`config.mk`:
```
export PLATFORM = sky130hd
export DESIGN_NAME = bus_addr_dec_tmo_flat
export DESIGN_NICKNAME = d
export VERILOG_FILES = /design/src/rtl/bus_addr_dec_tmo_if.sv /design/src/rtl/bus_addr_dec_tmo.sv /design/src/flat_wrapper.sv
export SDC_FILE = /design/constraint.sdc
export NUM_CORES = 1
export LEC_CHECK = 0
export ABC_AREA = 1
export CAP_MARGIN = 20
export CORE_AREA = 2 2 112 114
export DETAILED_ROUTE_END_ITERATION = 12
export DIE_AREA = 0 0 114 116
export HOLD_SLACK_MARGIN = 0.06
export PLACE_DENSITY_LB_ADDON = 0.15
export SLEW_MARGIN = 20
export SYNTH_ARGS = -nofsm -noshare
export SYNTH_HDL_FRONTEND = slang
export SYNTH_SLANG_ARGS = --single-unit
```
`constraint.sdc`:
```
create_clock -name clk -period 3.6 [get_ports clk]
set_clock_uncertainty 0.15 [all_clocks]
set_input_delay 0.54 -clock clk [delete_from_list [all_inputs] [get_ports clk]]
set_output_delay 0.54 -clock clk [all_outputs]
set_load 0.05 [all_outputs]
```
`src/rtl/bus_addr_dec_tmo_if.sv`:
```
// rtl/bus_addr_dec_tmo_if.sv - granted-master / slave-select bundle for the address decoder
interface bus_addr_dec_tmo_if #(
  parameter int ADDR_W     = 30,
  parameter int NUM_SLAVES = 8
);
  logic [ADDR_W-1:0]     s_addr;
  logic                  s_as_;
  logic                  s_rdy_;
  logic                  bus_err;
  logic [NUM_SLAVES-1:0] cs_;
  logic [NUM_SLAVES-1:0] slv_rdy_;

  // Decoder side: consumes the master's request and the slaves' readies
  modport slave (
    input  s_addr,
    input  s_as_,
    input  slv_rdy_,
    output cs_,
    output s_rdy_,
    output bus_err
  );

  // Requester side: drives the request and the slaves' readies
  modport master (
    output s_addr,
    output s_as_,
    output slv_rdy_,
    input  cs_,
    input  s_rdy_,
    input  bus_err
  );
endinterface

```
`src/rtl/bus_addr_dec_tmo.sv`:
```
// rtl/bus_addr_dec_tmo.sv - registered address decoder with enable mask, timeout watchdog and error capture
module bus_addr_dec_tmo #(
  parameter int ADDR_W     = 30,
  parameter int NUM_SLAVES = 8,
  parameter int TIMEOUT    = 255,
  parameter int ERR_CNT_W  = 8
) (
  input  logic                 clk,
  input  logic                 reset_,
  bus_addr_dec_tmo_if.slave    bus,
  input  logic [NUM_SLAVES-1:0] en_mask,
  input  logic                 err_clr,
  output logic [1:0]           err_code,
  output logic [ADDR_W-1:0]    err_addr,
  output logic [ERR_CNT_W-1:0] err_cnt
);
  localparam int IDX_W = $clog2(NUM_SLAVES);
  // A zero TIMEOUT disables the watchdog; keep a 1-bit timer so the width stays legal
  localparam int TMR_W = (TIMEOUT > 0) ? $clog2(TIMEOUT + 1) : 1;
  localparam logic [TMR_W-1:0] TMR_LAST = (TIMEOUT > 0) ? TMR_W'(TIMEOUT - 1) : '0;

  localparam logic [1:0] CODE_NONE  = 2'b00;
  localparam logic [1:0] CODE_UNMAP = 2'b01;
  localparam logic [1:0] CODE_TMO   = 2'b10;

  typedef enum logic [1:0] {
    IDLE = 2'd0,
    BUSY = 2'd1,
    ERR  = 2'd2
  } state_t;

  state_t                state, state_nxt;
  logic [IDX_W-1:0]      sel, sel_nxt;
  logic [ADDR_W-1:0]     addr_q, addr_nxt;
  logic [TMR_W-1:0]      timer, timer_nxt;
  logic [NUM_SLAVES-1:0] cs_q, cs_nxt;
  logic                  err_set;
  logic [1:0]            new_code;

  logic [IDX_W-1:0]      idx;
  logic                  sel_rdy;

  assign idx     = bus.s_addr[ADDR_W-1 -: IDX_W];
  // Only the selected slave's ready matters; all others are ignored
  assign sel_rdy = ~bus.slv_rdy_[sel];

  // Next-state, latch and chip-select decode; cs_ is precomputed so it leaves a flop
  always_comb begin
    state_nxt = state;
    sel_nxt   = sel;
    addr_nxt  = addr_q;
    timer_nxt = timer;
    cs_nxt    = '1;
    err_set   = 1'b0;
    new_code  = CODE_NONE;
    case (state)
      IDLE: begin
        if (!bus.s_as_) begin
          addr_nxt = bus.s_addr;
          if (en_mask[idx]) begin
            sel_nxt   = idx;
            timer_nxt = '0;
            state_nxt = BUSY;
            cs_nxt    = ~(NUM_SLAVES'(1) << idx);
          end else begin
            state_nxt = ERR;
            err_set   = 1'b1;
            new_code  = CODE_UNMAP;
          end
        end
      end
      BUSY: begin
        // Ready beats a coincident timeout
        if (sel_rdy) begin
          state_nxt = IDLE;
        end else if ((TIMEOUT != 0) && (timer == TMR_LAST)) begin
          state_nxt = ERR;
          err_set   = 1'b1;
          new_code  = CODE_TMO;
        end else begin
          if (TIMEOUT != 0) timer_nxt = timer + 1'b1;
          cs_nxt = ~(NUM_SLAVES'(1) << sel);
        end
      end
      ERR: begin
        state_nxt = IDLE;
      end
      default: begin
        state_nxt = IDLE;
      end
    endcase
  end

  // Transaction state, latched select/address, watchdog timer and chip selects
  always_ff @(posedge clk or negedge reset_) begin
    if (!reset_) begin
      state  <= IDLE;
      sel    <= '0;
      addr_q <= '0;
      timer  <= '0;
      cs_q   <= '1;
    end else begin
      state  <= state_nxt;
      sel    <= sel_nxt;
      addr_q <= addr_nxt;
      timer  <= timer_nxt;
      cs_q   <= cs_nxt;
    end
  end

  // Error capture on ERR entry; a new error overrides a simultaneous clear
  always_ff @(posedge clk or negedge reset_) begin
    if (!reset_) begin
      err_code <= CODE_NONE;
      err_addr <= '0;
      err_cnt  <= '0;
    end else if (err_set) begin
      err_code <= new_code;
      err_addr <= addr_nxt;
      if (err_clr)
        err_cnt <= ERR_CNT_W'(1);
      else if (!(&err_cnt))
        err_cnt <= err_cnt + 1'b1;
    end else if (err_clr) begin
      err_code <= CODE_NONE;
      err_cnt  <= '0;
    end
  end

  assign bus.cs_     = cs_q;
  assign bus.s_rdy_  = ~(((state == BUSY) && sel_rdy) || (state == ERR));
  assign bus.bus_err = (state == ERR);

endmodule

```
`src/flat_wrapper.sv`:
```
// flat-port wrapper written by rule: the top's interface ports become plain ports
module bus_addr_dec_tmo_flat 
#(
  parameter int ADDR_W     = 30,
  parameter int NUM_SLAVES = 8,
  parameter int TIMEOUT    = 255,
  parameter int ERR_CNT_W  = 8
)
  (clk, reset_, en_mask, err_clr, err_code, err_addr, err_cnt, bus_s_addr, bus_s_as_, bus_slv_rdy_, bus_cs_, bus_s_rdy_, bus_bus_err);
  bus_addr_dec_tmo_if #(.ADDR_W(ADDR_W), .NUM_SLAVES(NUM_SLAVES)) bus_i ();
  input  logic clk;
  input  logic reset_;
  input  logic [NUM_SLAVES-1:0] en_mask;
  input  logic err_clr;
  output logic [1:0] err_code;
  output logic [ADDR_W-1:0] err_addr;
  output logic [ERR_CNT_W-1:0] err_cnt;
  input wire logic [$bits(bus_i.s_addr)-1:0] bus_s_addr;
  input wire logic [$bits(bus_i.s_as_)-1:0] bus_s_as_;
  input wire logic [$bits(bus_i.slv_rdy_)-1:0] bus_slv_rdy_;
  output wire logic [$bits(bus_i.cs_)-1:0] bus_cs_;
  output wire logic [$bits(bus_i.s_rdy_)-1:0] bus_s_rdy_;
  output wire logic [$bits(bus_i.bus_err)-1:0] bus_bus_err;
  assign bus_i.s_addr = bus_s_addr;
  assign bus_i.s_as_ = bus_s_as_;
  assign bus_i.slv_rdy_ = bus_slv_rdy_;
  assign bus_cs_ = bus_i.cs_;
  assign bus_s_rdy_ = bus_i.s_rdy_;
  assign bus_bus_err = bus_i.bus_err;
  bus_addr_dec_tmo #(.ADDR_W(ADDR_W), .NUM_SLAVES(NUM_SLAVES), .TIMEOUT(TIMEOUT), .ERR_CNT_W(ERR_CNT_W)) u_core (.clk(clk), .reset_(reset_), .bus(bus_i), .en_mask(en_mask), .err_clr(err_clr), .err_code(err_code), .err_addr(err_addr), .err_cnt(err_cnt));
endmodule
```
==> flow_metrics.tcl, run 1 <==
set metrics [dict create \
    tightest_slew_ns 0.9085 \
    synth_nets 558 \
    cts_resized 0 \
    wl_mm 10.29 \
    outcome "completed" \
    vias_per_cell 4.626 \
    clk_latency_ns 0.34 \
    pwr-share-seq_pct 36.9 \
    ys_seq_area_share_pct 55.83 \
    die_height_um 116 \
    setup_tns_ns 0 \
    postRouteAntennaNets 0 \
    core_region_area_um2 11910 \
    end_kind "output port" \
    final_cell_mix "nand2_1, clkdlybuf4s50_1, dfrtp_1, nand3_1, nor2_1" \
    place_inst 738 \
    die_area_um2 13220 \
    diodes 0 \
    clockPowerShare_pct 20.3 \
    timing.fmax_ghz 0.3229 \
    dr.pass1.iters 4 \
    grt_pass1_wl_mm 16.66 \
    drtIter0Drc 149 \
    cellPowerDensity_nw_per_um2 776.6 \
    finalSetupViolations 0 \
    cp.arrival_ns 2.41 \
    peakVddDrop_uv 397.2 \
    drive_above_1_share_pct 7.084 \
    cts.path.max_buffers 2 \
    gp_congestion 0.7934 \
    cts_sinks 91 \
    cp_common_cell "nand2_1" \
    synth-async-reset-ratio_pct 100.0 \
    initial_utilization_pct 34.39 \
    gr-usage-all-layers_pct 16.07 \
    ys.flop_type "dfrtp_1" \
    leakage_uw 0.002710 \
    antenna_found_initial 0 \
    yosys.area.top_type "dfrtp_1" \
    drc_errors 0 \
    critPathKind "primary input to output port" \
    start_kind "primary input" \
    rsz0062_at_grt "no" \
    post_cts_buffers 0 \
    yosys_warnings 0 \
    syn_avg_cell_area_um2 8.112 \
    grt_pass1_vias 3443 \
    area_growth_pct 33.87 \
    vias 3488 \
    syn_area_um2 4096 \
    port_buffers 99 \
    final_nets 655 \
    synth-seq-cells 91 \
    syn_inst 505 \
    worstHoldPathType "primary input to asynchronous set/reset pin" \
    clk_pin_slew_worst_paths_ns 0.06 \
    cts_buffers 9 \
    grt_max_degree 72 \
    period_needed_ns 3.097 \
    slew_headroom_pct 39.43 \
    synth_edf_count 0 \
    combinationalPowerShare_pct 42.8 \
    slowest_stage "clkdlybuf4s50_1" \
    htree_num_levels 3 \
    row_count 40 \
    wl_per_cell_um 13.65 \
    intPower_uw 2436 \
    worst_ep_required_time_ns 2.91 \
    yosys-top-cells-area "dfrtp_1, nand2_1, nand3_1, dfstp_2, nor2_1" \
    p_switching_uw 1823 \
    maxSlewViolCount 0 \
    ios 100 \
    cts_tree "built" \
    path_cells "clkdlybuf4s50_1, nand2_1, nand2_1, nand2_1, nand3_1, nand2_1, a21oi_1, clkdlybuf4s50_1" \
    die_x_um 114 \
    cap_violations 0 \
    hpwl_mm 6.916 \
    hold_viol 0 \
    finalCritPeriodShare_pct 86.03 \
    synth_cell_types 28 \
    cts.hold.buffers_added 0 \
    layoutNonFillerInstCount 754 \
    layout_commonest_cell "nand2_1" \
    netlist.area_leader.share_pct 50.70 \
    grt-ovfl-total 0 \
    cts_root_buf "clkbuf_16" \
    swShare_pct 42.79 \
    cp_max_fo 3 \
    max_stage_delay_ns 0.82 \
]
==> cells in the mapped netlist (2+ instances only) <==
| library cell | count |
|---|---|
| dfstp_2 | 8 |
| ha_1 | 3 |
| dfrtp_1 | 83 |
| clkbuf_1 | 6 |
| a31oi_1 | 3 |
| nand2_2 | 3 |
| o21ai_0 | 5 |
| inv_1 | 25 |
| a21oi_1 | 3 |
| nand2_1 | 238 |
| xnor2_1 | 3 |
| nor2_1 | 28 |
| nor2_2 | 3 |
| xor2_1 | 5 |
| nand3_1 | 45 |
| nand4_1 | 8 |
| inv_2 | 2 |
| nor3_1 | 9 |
| o21ai_1 | 6 |
| buf_2 | 10 |
| buf_6 | 2 |
==> cell families (layout without fill, tap and decap cells) <==
logic type | after synthesis | after routing | synth area share (%)
and+or+nand+nor | 338 | 338 | 34.21
DFF | 91 | 91 | 55.83
buffers and inverters | 48 | 150 | 5.162
AOI/OAI and AO/OA | 17 | 17 | 2.168
xor gates and xnor gates | 8 | 8 | 1.711
adders and majority gates | 3 | 3 | 0.9164
==> path summary, 6_finish.rpt <==
check / slack [ns] / start / to / cells past startpoint
min in group clk: 0.32 / u_core.addr_q[2] / u_core.addr_q[2] / 2
worst min register to register: 0.32 / u_core.addr_q[2] / u_core.addr_q[2] / 2
worst min-delay path: 0.18 / reset_ / u_core.timer[2] / 1
max in group asynchronous: 2.39 / reset_ / u_core.addr_q[5] / 2
worst max-delay path: 0.50 / bus_slv_rdy_[7] / bus_s_rdy_ / 8
worst max register to register: 0.96 / u_core.timer[0] / u_core.err_cnt[4] / 11
==> sequential cells by signal (all words and copies together) (netlist names) <==
register,flops
u_core.addr_q,30
u_core.bus.cs_,8
u_core.err_addr,30
u_core.err_cnt,8
u_core.err_code,2
u_core.sel,3
u_core.state,2
u_core.timer,8
==> layer usage <==
layer	GRT usage, %	routed length [um]	vias to the layer above
met5	0	0	-
met4	6.585	163	0
met3	3.452	515	12
met2	26.55	4667	79
met1	20.64	4948	1623
li1	-	-	1774
==> final cells by class <==
type                            instances  area, um^2
Fill cell                            1222        6427
Sequential cell                        91        2287
Multi-Input combinational cell        366        1598
Timing Repair Buffer                  106        1041
Clock buffer                           10       229.0
Tap cell                              147       183.9
Inverter                               28       105.1
Clock inverter                          6       40.04
==> power by group through the flow <==
stage | Sequential [uW] | Clock [uW] | Combinational (uW)
2_1_floorplan | 2100 | 0 | 706
3_3_place_gp | 1580 | 0 | 1810
3_5_place_dp | 1590 | 0 | 1830
4_1_cts | 1580 | 898 | 1840
5_1_grt | 1620 | 937 | 1990
6_report | 1570 | 865 | 1820
==> worst max-delay path, delay by kind of cell <==
family	cells	cell delay [ns]
simple gates	5	0.43
compound gates	1	0.17
buf+inv	2	1.28
==> through the flow <==
step / utilization, % / setup slack (ns) / power [uW] / hold slack (ns) / instance area [um^2]
floorplan: - / 1.224 / 2808 / 0.09441 / 4096
global placement: 43.78 / 0.5203 / 3391 / 0.3007 / 5215
detailed placement: 43.78 / 0.5036 / 3420 / 0.3062 / 5215
CTS: 46.04 / 0.4858 / 4316 / 0.2263 / 5484
global route: 46.04 / 0.3738 / 4541 / 0.2528 / 5484
finish: 46.04 / 0.5028 / 4259 / 0.1755 / 5484
Note: power is estimated with default switching activity, not from simulation.
==> run 2, diff against run 1 <==
- CTS_BUF_LIST: unset -> sky130_fd_sc_hd__clkbuf_16
- SKIP_LAST_GASP: unset -> 1
==> run 2 against run 1 <==
Net effect:
- die area stayed put
- fmax is the same
- sequential power about the same
- cell count unchanged
- critical endpoint unchanged
==> flow_metrics.tcl, run 2 (synthesized netlist as in run 1, its figures left out) <==
set metrics [dict create \
    slew_headroom_pct 39.47 \
    hold_viol 0 \
    htree_num_levels 3 \
    area_growth_pct 33.87 \
    layout_commonest_cell "nand2_1" \
    cts_buffers 9 \
    wl_mm 10.30 \
    final_cell_mix "nand2_1, clkdlybuf4s50_1, dfrtp_1, nand3_1, nor2_1" \
    postRouteAntennaNets 0 \
    clk_pin_slew_worst_paths_ns 0.06 \
    die_height_um 116 \
    row_count 40 \
    maxSlewViolCount 0 \
    vias 3486 \
    end_kind "output port" \
    antenna_found_initial 0 \
    drtIter0Drc 149 \
    grt_max_degree 72 \
    final_area_um2 5484 \
    finalSetupViolations 0 \
    die_x_um 114 \
    timing.fmax_ghz 0.3229 \
    drc_errors 0 \
    cellPowerDensity_nw_per_um2 776.0 \
    tightest_slew_ns 0.9079 \
    grt_pass1_wl_mm 16.66 \
    dpl-instance-area_um2 5215 \
    ios 100 \
    period_needed_ns 3.097 \
    dr.pass1.iters 4 \
    diodes 0 \
    clk_latency_ns 0.34 \
    hpwl_mm 6.916 \
    leakage_uw 0.002714 \
    cts.path.max_buffers 2 \
    rsz0062_at_grt "no" \
    cts_tree "built" \
    vias_per_cell 4.623 \
    gp_congestion 0.7934 \
    outcome "completed" \
    grt-ovfl-total 0 \
    reg.largest.list "u_core.addr_q x30, u_core.err_addr x30" \
    fill_cells 1222 \
    cts_sinks 91 \
    cp.arrival_ns 2.41 \
    worstHoldPathType "primary input to asynchronous set/reset pin" \
    cts.hold.buffers_added 0 \
    gr-usage-all-layers_pct 16.07 \
    worst_ep_required_time_ns 2.91 \
    critPathKind "primary input to output port" \
    port_buffers 99 \
    cap_violations 0 \
    peakVddDrop_uv 397.2 \
    wl_per_cell_um 13.66 \
    post_cts_buffers 0 \
    final_nets 655 \
    drive_above_1_share_pct 7.084 \
    finalCritPeriodShare_pct 86.03 \
    cp_max_fo 3 \
    start_kind "primary input" \
    initial_utilization_pct 34.39 \
    die_area_um2 13220 \
    cts_resized 0 \
    cts_root_buf "clkbuf_16" \
    core_region_area_um2 11910 \
    grt_pass1_vias 3443 \
    setup_tns_ns 0 \
]
[run 2: metal layers]
| metal | global-route usage (%) | routed length, um |
|---|---|---|
| met5 | 0 | 0 |
| met1 | 20.64 | 4952 |
| met3 | 3.452 | 512 |
| met4 | 6.585 | 163 |
| met2 | 26.55 | 4667 |
[run 2: per-stage QoR]
step / cells / total power, uW / hold WS, ns / setup WS (ns) / utilization [%]
after floorplan: 505 / 2808 / 0.09441 / 1.224 / -
after global placement: 738 / 3391 / 0.3007 / 0.5203 / 43.78
after detailed placement: 738 / 3420 / 0.3062 / 0.5036 / 43.78
after CTS: 754 / 4314 / 0.2263 / 0.4858 / 46.04
after global routing: 754 / 4539 / 0.2528 / 0.3738 / 46.04
final: 754 / 4256 / 0.1753 / 0.5028 / 46.04
[run 2: cell type report]
class / instances / area [um^2] / area share (%)
Clock buffer: 9 / 225.2 / 4.107
Clock inverter: 7 / 43.79 / 0.7985
Inverter: 28 / 105.1 / 1.916
Multi-Input combinational cell: 366 / 1598 / 29.14
Sequential cell: 91 / 2287 / 41.71
Tap cell: 147 / 183.9 / 3.354
Timing Repair Buffer: 106 / 1041 / 18.98
[run 2: worst max-delay path, cell delays in order]
cell and delay [ns]:
clkdlybuf4s50_1 0.46, nand2_1 0.05, nand2_1 0.07, nand2_1 0.05, nand3_1 0.13, nand2_1 0.13
a21oi_1 0.17, clkdlybuf4s50_1 0.82
[run 2: path summary, 6_finish.rpt]
kind,startpoint,end,slack [ns],cells after the start
min reg2reg,u_core.addr_q[0],u_core.addr_q[0],0.32,2
min in group clk,u_core.addr_q[0],u_core.addr_q[0],0.32,2
max reg2reg,u_core.timer[0],u_core.err_cnt[4],0.97,11
min,reset_,u_core.timer[2],0.18,1
max,bus_slv_rdy_[7],bus_s_rdy_,0.50,8
max in group asynchronous,reset_,u_core.addr_q[5],2.39,2
[run 2: power breakdown]
group          total, uW  internal, uW  switching [uW]
Sequential          1570          1390             184
Clock                862           467             396
Combinational       1820           579            1240
==> patch, RTL diff (flow settings as in run 1) <==
`ADDR_W` is set to 30 in 3 places; all go to 60.
--- a/src/rtl/bus_addr_dec_tmo_if.sv
+++ b/src/rtl/bus_addr_dec_tmo_if.sv
@@ -1,6 +1,6 @@
 // rtl/bus_addr_dec_tmo_if.sv - granted-master / slave-select bundle for the address decoder
 interface bus_addr_dec_tmo_if #(
-  parameter int ADDR_W     = 30,
+  parameter int ADDR_W     = 60,
   parameter int NUM_SLAVES = 8
 );
   logic [ADDR_W-1:0]     s_addr;
--- a/src/rtl/bus_addr_dec_tmo.sv
+++ b/src/rtl/bus_addr_dec_tmo.sv
@@ -1,6 +1,6 @@
 // rtl/bus_addr_dec_tmo.sv - registered address decoder with enable mask, timeout watchdog and error capture
 module bus_addr_dec_tmo #(
-  parameter int ADDR_W     = 30,
+  parameter int ADDR_W     = 60,
   parameter int NUM_SLAVES = 8,
   parameter int TIMEOUT    = 255,
   parameter int ERR_CNT_W  = 8
--- a/src/flat_wrapper.sv
+++ b/src/flat_wrapper.sv
@@ -1,7 +1,7 @@
 // flat-port wrapper written by rule: the top's interface ports become plain ports
 module bus_addr_dec_tmo_flat 
 #(
-  parameter int ADDR_W     = 30,
+  parameter int ADDR_W     = 60,
   parameter int NUM_SLAVES = 8,
   parameter int TIMEOUT    = 255,
   parameter int ERR_CNT_W  = 8
Ports: changed (resized bus_s_addr and err_addr); port bits go from 100 to 160. No check against the original RTL was run, so the function may have changed too.
==> patch against run 1 <==
Total power increased by 83%; routed wire length increased by 58%; sequential power increased by 73%; sequential cell count increased by 60; final area increased by 59%; setup slack got worse by 25 ps; critical path depth unchanged; area after synthesis increased by 55%; largest power group unchanged.
==> patch: results <==
export IMPL_tightest_slew_ps=842
export IMPL_outcome="completed"
export IMPL_synth_xor_area_share=0.0124
export IMPL_syn_num_nets=838
export IMPL_p_sw_frac=0.409
export IMPL_combPwrFrac=0.411
export IMPL_numCtsBuffers=17
export IMPL_ys_seq_area_frac=0.596
export IMPL_r2r_end="u_core.bus.cs_[0]"
export IMPL_wire_per_inst_um=15.2
export IMPL_grt_max_degree=96
export IMPL_p_leak_uw=0.00441
export IMPL_synth_cell_type_count=27
export IMPL_grt_usage=0.260
export IMPL_powerSeq_uw=2710
export IMPL_holdWs_ps=35.0
export IMPL_worstPathArrival_ps=2430
export IMPL_place_area_um2=8060
export IMPL_rr_startpoint="u_core.state[1]"
export IMPL_synth_area_leaders="dfrtp_1 56%, nand2_1 23%, nand3_1 6.1%"
export IMPL_grt_pass1_vias=5642
export IMPL_synth_compound_area_frac=0.0169
export IMPL_final_setup_worst_slack_ps=478
export IMPL_detailed_place_hpwl_mm=10.6
export IMPL_drtPass1Iterations=5
export IMPL_drive_above_1_share=0.0651
export IMPL_clock_latency_ps=420
export IMPL_r2r_cells=8
export IMPL_grt_pass1_wl_mm=26.9
export IMPL_crit_path_start="u_core.sel[0]"
export IMPL_synth_adder_area_share=0.00590
export IMPL_pre_cts_slack_ps=529
export IMPL_wl_met2_mm=8.48
export IMPL_wl_met3_um=831
export IMPL_gp_congestion=0.889
export IMPL_synth_commonest_cells="387 x nand2_1, 143 x dfrtp_1, 77 x nand3_1, 26 x inv_1, 23 x nor2_1"
export IMPL_met1Wirelength_mm=6.67
export IMPL_top_regs="u_core.addr_q: 60 flops, u_core.err_addr: 60 flops"
export IMPL_drtIter0Drc=513
export IMPL_nets=992
export IMPL_vias_per_cell=5.33
==> patch: cell types whose count changed in the layout (fill, tap and decap cells not counted), moves of 2 or more <==
| cell | run 1 | this run |
|---|---|---|
| a31oi_1 | 3 | 6 |
| clkbuf_8 | 0 | 7 |
| nand2_1 | 238 | 387 |
| dfrtp_1 | 83 | 143 |
| clkdlybuf4s50_1 | 98 | 158 |
| nor2_2 | 3 | 0 |
| nand4_1 | 8 | 6 |
| nand3_1 | 45 | 77 |
| clkbuf_16 | 9 | 17 |
| xor2_1 | 5 | 7 |
| o21ai_1 | 6 | 4 |
| inv_6 | 2 | 0 |
| nor2_1 | 28 | 23 |
| bufinv_16 | 0 | 3 |
==> patch: worst max-delay path: stages (launching register included) <==
cell and delay (ps):
dfrtp_1 480, inv_2 140, nand2_1 70, nand2_1 50, nand2_1 50, nand3_1 140, nand2_1 120, a21oi_1 140
clkdlybuf4s50_1 820
==> patch: stage by stage <==
step | total power [µW] | cells
after floorplan | 4800 | 755
after global placement | 5820 | 1037
after detailed placement | 5910 | 1037
after CTS | 7830 | 1069
after global routing | 8190 | 1069
final | 7790 | 1069
==> patch: per-layer routing <==
metal / global-route usage / up-vias
met3: 0.0539 / 29
met1: 0.320 / 2789
met4: 0.102 / 0
li1: - / 2679
met5: 0 / -
met2: 0.453 / 202
==> patch: final cells by class <==
type,instances,area (µm²),area share
well taps,147,184,0.0211
inverters,29,109,0.0125
repair buffers,169,1680,0.193
multi-input cells,541,2300,0.264
clock buffers,25,526,0.0604
clock inverters,7,113,0.0129
flip-flops and latches,151,3790,0.435
